===== config.mk =====
export PLATFORM = sky130hd
export DESIGN_NAME = config_frame_writer
export DESIGN_NICKNAME = d
export VERILOG_FILES = /design/src/rtl/config_frame_writer.sv
export SDC_FILE = /design/constraint.sdc
export NUM_CORES = 1
export LEC_CHECK = 0
export ABC_CLOCK_PERIOD_IN_PS = 3100
export CAP_MARGIN = 5
export CELL_PAD_IN_SITES_DETAIL_PLACEMENT = 0
export CELL_PAD_IN_SITES_GLOBAL_PLACEMENT = 2
export CORE_UTILIZATION = 34
export CTS_BUF_LIST = sky130_fd_sc_hd__clkbuf_4
export DETAILED_ROUTE_END_ITERATION = 6
export PLACE_DENSITY_LB_ADDON = 0.1
export SYNTH_ARGS = -nofsm -noshare
export SYNTH_HDL_FRONTEND = slang
export SYNTH_SLANG_ARGS = --single-unit

===== constraint.sdc =====
create_clock -name CLK -period 3.1 [get_ports CLK]
set_clock_uncertainty 0.1 [all_clocks]
set_input_delay 0.465 -clock CLK [delete_from_list [all_inputs] [get_ports CLK]]
set_output_delay 0.465 -clock CLK [all_outputs]
set_load 0.1 [all_outputs]

===== src/rtl/config_frame_writer.sv =====
`default_nettype none
// ============================================================================
// Module   : config_frame_writer
// Purpose  : Configuration loader placed directly in front of the
//            configuration-memory latch array. It hunts a 32-bit word stream
//            for SYNC_WORD, then decodes address/data word pairs. Each write
//            drives frame data onto the latch D inputs and pulses exactly one
//            latch enable, with one setup cycle before the strobe and one hold
//            cycle after it.
// Revision : 1.0 - initial release
// ----------------------------------------------------------------------------
// Ports:
//   CLK          in   1                          clock
//   resetn       in   1                          asynchronous active-low reset
//   in_data      in   32                         configuration word
//   in_valid     in   1                          in_data valid
//   in_ready     out  1                          word accepted this cycle
//   FrameData    out  FRAME_BITS                 latch D inputs
//   FrameStrobe  out  NUM_COLUMNS*FRAMES_PER_COL one-hot latch enables,
//                                                index = col*FRAMES_PER_COL+frame
//   sync_lock    out  1                          session active
//   busy         out  1                          SETUP/STROBE/HOLD in progress
//   err_addr     out  1                          sticky out-of-range address
//   frames_written out 16                        (CFG_FRAME_COUNT_EN only)
//                                                saturating strobe count
// Optional feature macro: CFG_FRAME_COUNT_EN
// ============================================================================
module config_frame_writer #(
  parameter int          FRAME_BITS     = 32,
  parameter int          NUM_COLUMNS    = 4,
  parameter int          FRAMES_PER_COL = 20,
  parameter int          STROBE_CYCLES  = 2,   // legal range 1..15
  parameter logic [31:0] SYNC_WORD      = 32'hFAB0_FAB1
) (
  input  logic                                  CLK,
  input  logic                                  resetn,
  input  logic [31:0]                           in_data,
  input  logic                                  in_valid,
  output logic                                  in_ready,
  output logic [FRAME_BITS-1:0]                 FrameData,
  output logic [NUM_COLUMNS*FRAMES_PER_COL-1:0] FrameStrobe,
  output logic                                  sync_lock,
  output logic                                  busy,
  output logic                                  err_addr
`ifdef CFG_FRAME_COUNT_EN
  ,
  output logic [15:0]                           frames_written
`endif
);

  localparam int          NUM_STROBES = NUM_COLUMNS * FRAMES_PER_COL;
  localparam logic [7:0]  NUM_COLS_8  = 8'(NUM_COLUMNS);
  localparam logic [7:0]  NUM_FRMS_8  = 8'(FRAMES_PER_COL);
  localparam logic [3:0]  STROBE_LOAD = 4'(STROBE_CYCLES - 1);

  typedef enum logic [2:0] {
    HUNT   = 3'd0,
    ADDR   = 3'd1,
    DATA   = 3'd2,
    SETUP  = 3'd3,
    STROBE = 3'd4,
    HOLD   = 3'd5
  } state_t;

  state_t state;
  state_t next_state;

  logic                   accept;
  logic                   is_sync;
  logic [7:0]             addr_col;
  logic [7:0]             addr_frame;
  logic                   addr_bad;
  logic [15:0]            addr_idx;
  logic [15:0]            strobe_idx;   // flat strobe index latched in ADDR
  logic                   dropped;      // pending write targets a bad address
  logic [3:0]             strobe_cnt;   // remaining strobe cycles minus one
  logic [NUM_STROBES-1:0] strobe_onehot;

  assign accept     = in_valid && in_ready;
  assign is_sync    = (in_data == SYNC_WORD);
  assign addr_col   = in_data[31:24];
  assign addr_frame = in_data[7:0];
  assign addr_bad   = (addr_col >= NUM_COLS_8) || (addr_frame >= NUM_FRMS_8);
  assign addr_idx   = 16'(addr_col) * 16'(FRAMES_PER_COL) + 16'(addr_frame);

  always_comb begin
    strobe_onehot = '0;
    for (int i = 0; i < NUM_STROBES; i++) begin
      strobe_onehot[i] = (strobe_idx == 16'(i));
    end
  end

  // --------------------------------------------------------------------------
  // State register
  // --------------------------------------------------------------------------
  always_ff @(posedge CLK or negedge resetn) begin
    if (!resetn) begin
      state <= HUNT;
    end else begin
      state <= next_state;
    end
  end

  // --------------------------------------------------------------------------
  // Next-state and state-decoded outputs. in_ready depends on state only.
  // --------------------------------------------------------------------------
  always_comb begin
    next_state = state;
    in_ready   = 1'b0;
    busy       = 1'b0;
    sync_lock  = 1'b1;
    case (state)
      HUNT: begin
        in_ready  = 1'b1;
        sync_lock = 1'b0;
        if (accept && is_sync) next_state = ADDR;
      end
      ADDR: begin
        in_ready = 1'b1;
        if (accept) begin
          if (addr_col == 8'hFF) next_state = HUNT;
          else if (!is_sync)     next_state = DATA;
        end
      end
      DATA: begin
        in_ready = 1'b1;
        if (accept) next_state = dropped ? ADDR : SETUP;
      end
      SETUP: begin
        busy       = 1'b1;
        next_state = STROBE;
      end
      STROBE: begin
        busy = 1'b1;
        if (strobe_cnt == 4'd0) next_state = HOLD;
      end
      HOLD: begin
        busy       = 1'b1;
        next_state = ADDR;
      end
      default: begin
        sync_lock  = 1'b0;
        next_state = HUNT;
      end
    endcase
  end

  // --------------------------------------------------------------------------
  // Datapath registers
  // --------------------------------------------------------------------------
  always_ff @(posedge CLK or negedge resetn) begin
    if (!resetn) begin
      FrameData   <= '0;
      FrameStrobe <= '0;
      err_addr    <= 1'b0;
      strobe_idx  <= '0;
      dropped     <= 1'b0;
      strobe_cnt  <= '0;
    end else begin
      if (state == HUNT && accept && is_sync) begin
        err_addr <= 1'b0;
      end

      if (state == ADDR && accept && addr_col != 8'hFF && !is_sync) begin
        strobe_idx <= addr_idx;
        dropped    <= addr_bad;
        if (addr_bad) err_addr <= 1'b1;
      end

      if (state == DATA && accept && !dropped) begin
        FrameData <= in_data[FRAME_BITS-1:0];
      end

      if (state == SETUP) begin
        strobe_cnt <= STROBE_LOAD;
      end else if (state == STROBE && strobe_cnt != 4'd0) begin
        strobe_cnt <= strobe_cnt - 4'd1;
      end

      // Registered enable: goes high exactly when STROBE is entered and low
      // exactly when it is left, so the latch enables never glitch.
      FrameStrobe <= (next_state == STROBE) ? strobe_onehot : '0;
    end
  end

`ifdef CFG_FRAME_COUNT_EN
  // Counts at the SETUP->STROBE edge; visible on the first strobe cycle.
  always_ff @(posedge CLK or negedge resetn) begin
    if (!resetn) begin
      frames_written <= '0;
    end else if (state == HUNT && accept && is_sync) begin
      frames_written <= '0;
    end else if (state == SETUP && frames_written != 16'hFFFF) begin
      frames_written <= frames_written + 16'd1;
    end
  end
`endif

endmodule
`default_nettype wire


# Word-level counts from Yosys, hierarchy flattened
# Cells that the tools add are included.
# totals
input_bits,35
output_inout_bits,116
wordCells,138
ff_bits,137
# op_classes
n_mux,17
n_mul,1
addsub,2
n_lt_le_gt_ge,2
n_eq_ne,88
reduce_logical,21
# op_table
operator,count
"== test 16 x 6 -> 1 bit, second input constant",32
"== test 16 x 5 -> 1 bit, second input constant",16
"== test 16 x 7 -> 1 bit, second input constant",16
"== test 16 x 4 -> 1 bit, second input constant",8
two-way mux 80 bit,1
"== test 16 x 3 -> 1 bit, second input constant",4
"== test 16 x 2 -> 1 bit, second input constant",2
"== test 32 bit, second input constant",1
two-way mux 3 bit,6
case mux 3 bit (6 select lines),1
"== test 16 x 1 -> 1 bit, second input constant",1
zero test 16 bit,1
adder 13 x 8 -> 14 bit,1
"multiplier 8 x 3 -> 11 bit, second input constant",1
logical AND 1 bit,10
"== test 3 bit, second input constant",3
"== test 8 bit, second input constant",1
">= comparator 8 x 3 -> 1 bit, second input constant",1
">= comparator 8 x 5 -> 1 bit, second input constant",1
two-way mux 4 bit,2
"inequality test 8 bit, second input constant",1
"== test 3 x 2 -> 1 bit, second input constant",2
two-way mux 1 bit,6
OR reduction 3 bit,2
10 further kinds,11

# Logic depth before layout (Yosys ltp)
# depth
depth_word,9
mapped_depth,12
mapped_depth_nobuf,12

# Least setup slack after synthesis
# No wires, ideal clock.
# synth_timing
path_kind,register -> output
start,reg state[1]
end,out busy
n_path_buf,1
t_arrival_ns,2.712
stages_incl_launch_ff,3
path_slack_ns,-0.177
cell_sequence,dfrtp_1 clkbuf_1 o21ai_0
# synth_between
elab_chain_cells,3
word_cells_on_any_way,5
# synth_lines
element,line_no,source
"start, declared",65,state_t state;
"start signal, assigned",100,state <= next_state;
== test 3 x 2 -> 1 bit / == test 3 bit (equally long branches),112,case (state)
OR reduction 3 bit (no line) *,n/a,
two-way mux 1 bit *,112,
"end, declared",43,"output logic busy,"
# Every way passes the cells marked *; elsewhere a longest branch is shown, timed or not.

# Worst setup path after layout
# layout_timing
start,in in_data[25]
end,reg strobe_idx[10]
# layout_between
elab_chain_cells,3
word_cells_on_any_way,7
# layout_lines
element,line_no,source
"start, declared",37,"input logic [31:0] in_data,"
branches (longest 3 deep; another with adder 13 x 8 -> 14 bit),n/a,
"end signal, assigned",165,strobe_idx <= addr_idx;
"end, declared",74,logic [15:0] strobe_idx;
# Several ways; the timed one is not identified.
# A chain may end at the register's enable or synchronous reset.

==> results.json <==
{
  "status": "completed",
  "period_share": 0.944,
  "busiest_layer": "met2",
  "coreArea_mm2": 0.0159,
  "portBuffers": 150,
  "setup_viol": 0,
  "rsz0062_at_grt": "false",
  "antenna_found_initial": 1,
  "area_delta_synth_final_pct": 34.0,
  "cp-end-kind": "flop",
  "maxSlewHeadroom": 0.539,
  "grt_max_degree": 83,
  "maxSlewViolCount": 0,
  "instances_no_fill": 884,
  "yosys_warnings": 0,
  "drive_gt1_frac": 0.334,
  "final_cell_mix": "buf_4 (145), dfrtp_1 (135), nor2_1 (97), mux2_2 (34), clkdlybuf4s50_1 (33)",
  "drtIter0Drc": 189,
  "clock_latency_ns": 0.53,
  "row_count": 46,
  "synth_top_area_cell": "dfrtp_1",
  "final_cell_area_mm2": 0.00745,
  "p_leak_nw": 3.68,
  "setup_tns_ns": 0,
  "netlist_area_mm2": 0.00556,
  "p_int_mw": 3.37,
  "use_met3": 0.0476,
  "seq_area_frac_synth": 0.607,
  "dp_hpwl_mm": 9.70,
  "htree_levels": 4,
  "cts_root_buf": "clkbuf_4",
  "maxCapViolCount": 0,
  "placed_cells": 850,
  "startpoint_type": "input port",
  "start_util": 0.349,
  "power_mw": 6.72,
  "synth_top_cell_area_share": 0.607,
  "grtUsageTotal": 0.170,
  "drt-total-wl_mm": 13.2,
  "clock.fmax_mhz": 342,
  "syn_nets": 524,
  "drt_pass1_iterations": 4,
  "nets": 710,
  "seqPwrFrac": 0.355,
  "p_sw_frac": 0.498,
  "post-route-min-period_ns": 2.93,
  "arrival_ns": 3.26,
  "clockBufferDepth": 2,
  "clk_pin_slew_ns": 0.12,
  "die_y_um": 130,
  "place_congestion": 0.766,
  "vias": 3963,
  "ys_seq_elements": 135,
  "combPwrFrac": 0.483,
  "cp_max_fo": 2,
  "cp.required_ns": 3.43,
  "grt_pass1_wl_mm": 21.5,
  "synth_top_cells_by_area": "dfrtp_1 (61%), mux2_2 (6.9%), nor2_1 (6.5%)",
  "clock-sinks": 135,
  "power_switching_mw": 3.35,
  "clkPwrFrac": 0.162,
  "grt_pass1_vias": 4125,
  "synth-edff-count": 0,
  "drc": 0,
  "crit_type": "in2reg",
  "io_pins": 151,
  "syn_avg_cell_area_um2": 11.9,
  "final_common_cell": "buf_4",
  "die_area_mm2": 0.0169,
  "ir_drop_v": 0.000871,
  "place_area_mm2": 0.00718,
  "tritoncts": "yes",
  "ys.flop_type": "dfrtp_1",
  "wire_per_inst_um": 15.0,
  "power_density_mw_per_mm2": 901,
  "use_met1": 0.202,
  "rrSetupSlack_ns": 0.79,
  "hp-class": "in2async",
  "die_w_um": 130,
  "syn_inst": 468,
  "worstMarginPinSlew_ns": 0.692,
  "synth-async-reset-ratio": 1.00,
  "cts_buffers": 17,
  "hold_viol": 0,
  "viasPerCell": 4.48,
  "use_met2": 0.294,
  "holdWs_ns": 0.330,
  "synth_cell_type_count": 53,
  "grt.overflow.total": 0,
  "final_antenna_net_count": 0
}
[synth_stat cells, types with 2 or more instances]
| library cell | count |
|---|---|
| inv_1 | 13 |
| mux2_2 | 34 |
| nand4_1 | 3 |
| buf_6 | 7 |
| ha_1 | 19 |
| nor3_1 | 7 |
| dfrtp_1 | 135 |
| nand3b_1 | 2 |
| fa_1 | 2 |
| a21o_1 | 2 |
| nand3_1 | 12 |
| o311a_1 | 2 |
| o21ai_0 | 22 |
| nand4b_1 | 2 |
| xor2_1 | 7 |
| nand3b_4 | 2 |
| o21a_1 | 2 |
| nor2_1 | 97 |
| nand2b_1 | 4 |
| nor4_1 | 3 |
| a211o_1 | 3 |
| nor2b_1 | 7 |
| and3_1 | 2 |
| clkbuf_1 | 4 |
| nand2_1 | 30 |
| o31a_1 | 2 |
| a211oi_1 | 3 |
| xnor2_1 | 3 |
| nor4bb_1 | 4 |
| buf_2 | 2 |
| a21oi_1 | 9 |
[power by group through the flow]
stage	clock network [mW]	logic, mW	registers (mW)
detailed placement	0	3.27	2.42
global route	1.21	3.43	2.43
CTS	1.13	3.28	2.38
global placement	0	3.26	2.41
floorplan	0	1.11	3.81
finish	1.09	3.24	2.38
[metal layers]
| metal | vias up | part of all wire |
|---|---|---|
| met4 | 0 | 0.013 |
| met5 | - | 0 |
| met1 | 1878 | 0.44 |
| met3 | 12 | 0.047 |
| li1 | 1962 | - |
| met2 | 111 | 0.50 |
[final timing paths]
check | startpoint | to | cells after the start
min | resetn | FrameStrobe[23] | 2
min reg2reg | strobe_idx[11] | strobe_idx[11] | 2
max in group asynchronous | resetn | strobe_idx[8] | 3
max reg2reg | strobe_cnt[0] | FrameStrobe[73] | 7
max | in_data[25] | strobe_idx[10] | 13
min in group CLK | strobe_idx[11] | strobe_idx[11] | 2
[cell families after synthesis]
family / count (synthesis) / synth area share
simple gates: 189 / 0.167
buf+inv: 28 / 0.0315
compound gates: 50 / 0.0571
xor+xnor: 10 / 0.0157
mux: 35 / 0.0715
flops: 135 / 0.607
fa+ha+maj: 21 / 0.0499
[state kept, by name, summed over array words and instances (netlist names)]
signal / count
FrameStrobe: 80
err_addr: 1
strobe_idx: 14
strobe_cnt: 4
FrameData: 32
dropped: 1
state: 3
[per-stage QoR]
stage,worst slack [ns],util
5_1_grt,0.0133,0.467
2_1_floorplan,0.121,-
3_3_place_gp,-0.414,0.450
3_5_place_dp,-0.474,0.450
6_report,0.172,0.467
4_1_cts,0.134,0.467
[critical path, stage by stage]
cell and delay [ns]:
clkdlybuf4s50_1 0.43, ha_1 0.30, ha_1 0.16, inv_1 0.06
fa_1 0.47, inv_1 0.04, ha_1 0.28, o21a_1 0.12
o31a_1 0.15, o21ai_1 0.08, a211o_1 0.30, xnor2_1 0.13
mux2_4 0.26
[repair_timing]
| item | in CTS | in global routing |
|---|---|---|
| resized for setup | 0 | 1 |
| hold endpoints to repair | 53 | 0 |
| endpoints found under the setup margin | 0 | 2 |
| hold buffers | 1 | 0 |
| setup buffers | 0 | 0 |
[cell type report]
class	instances	area, µm²
antenna	1	2.50
clock inverter	13	121
fill	1495	8490
tap	216	270
timing repair buffer	182	1480
inverter	13	48.8
clock buffer	19	143
multi-input combinational	305	2010
sequential	135	3380
Note: power is estimated with default switching activity, not from simulation.
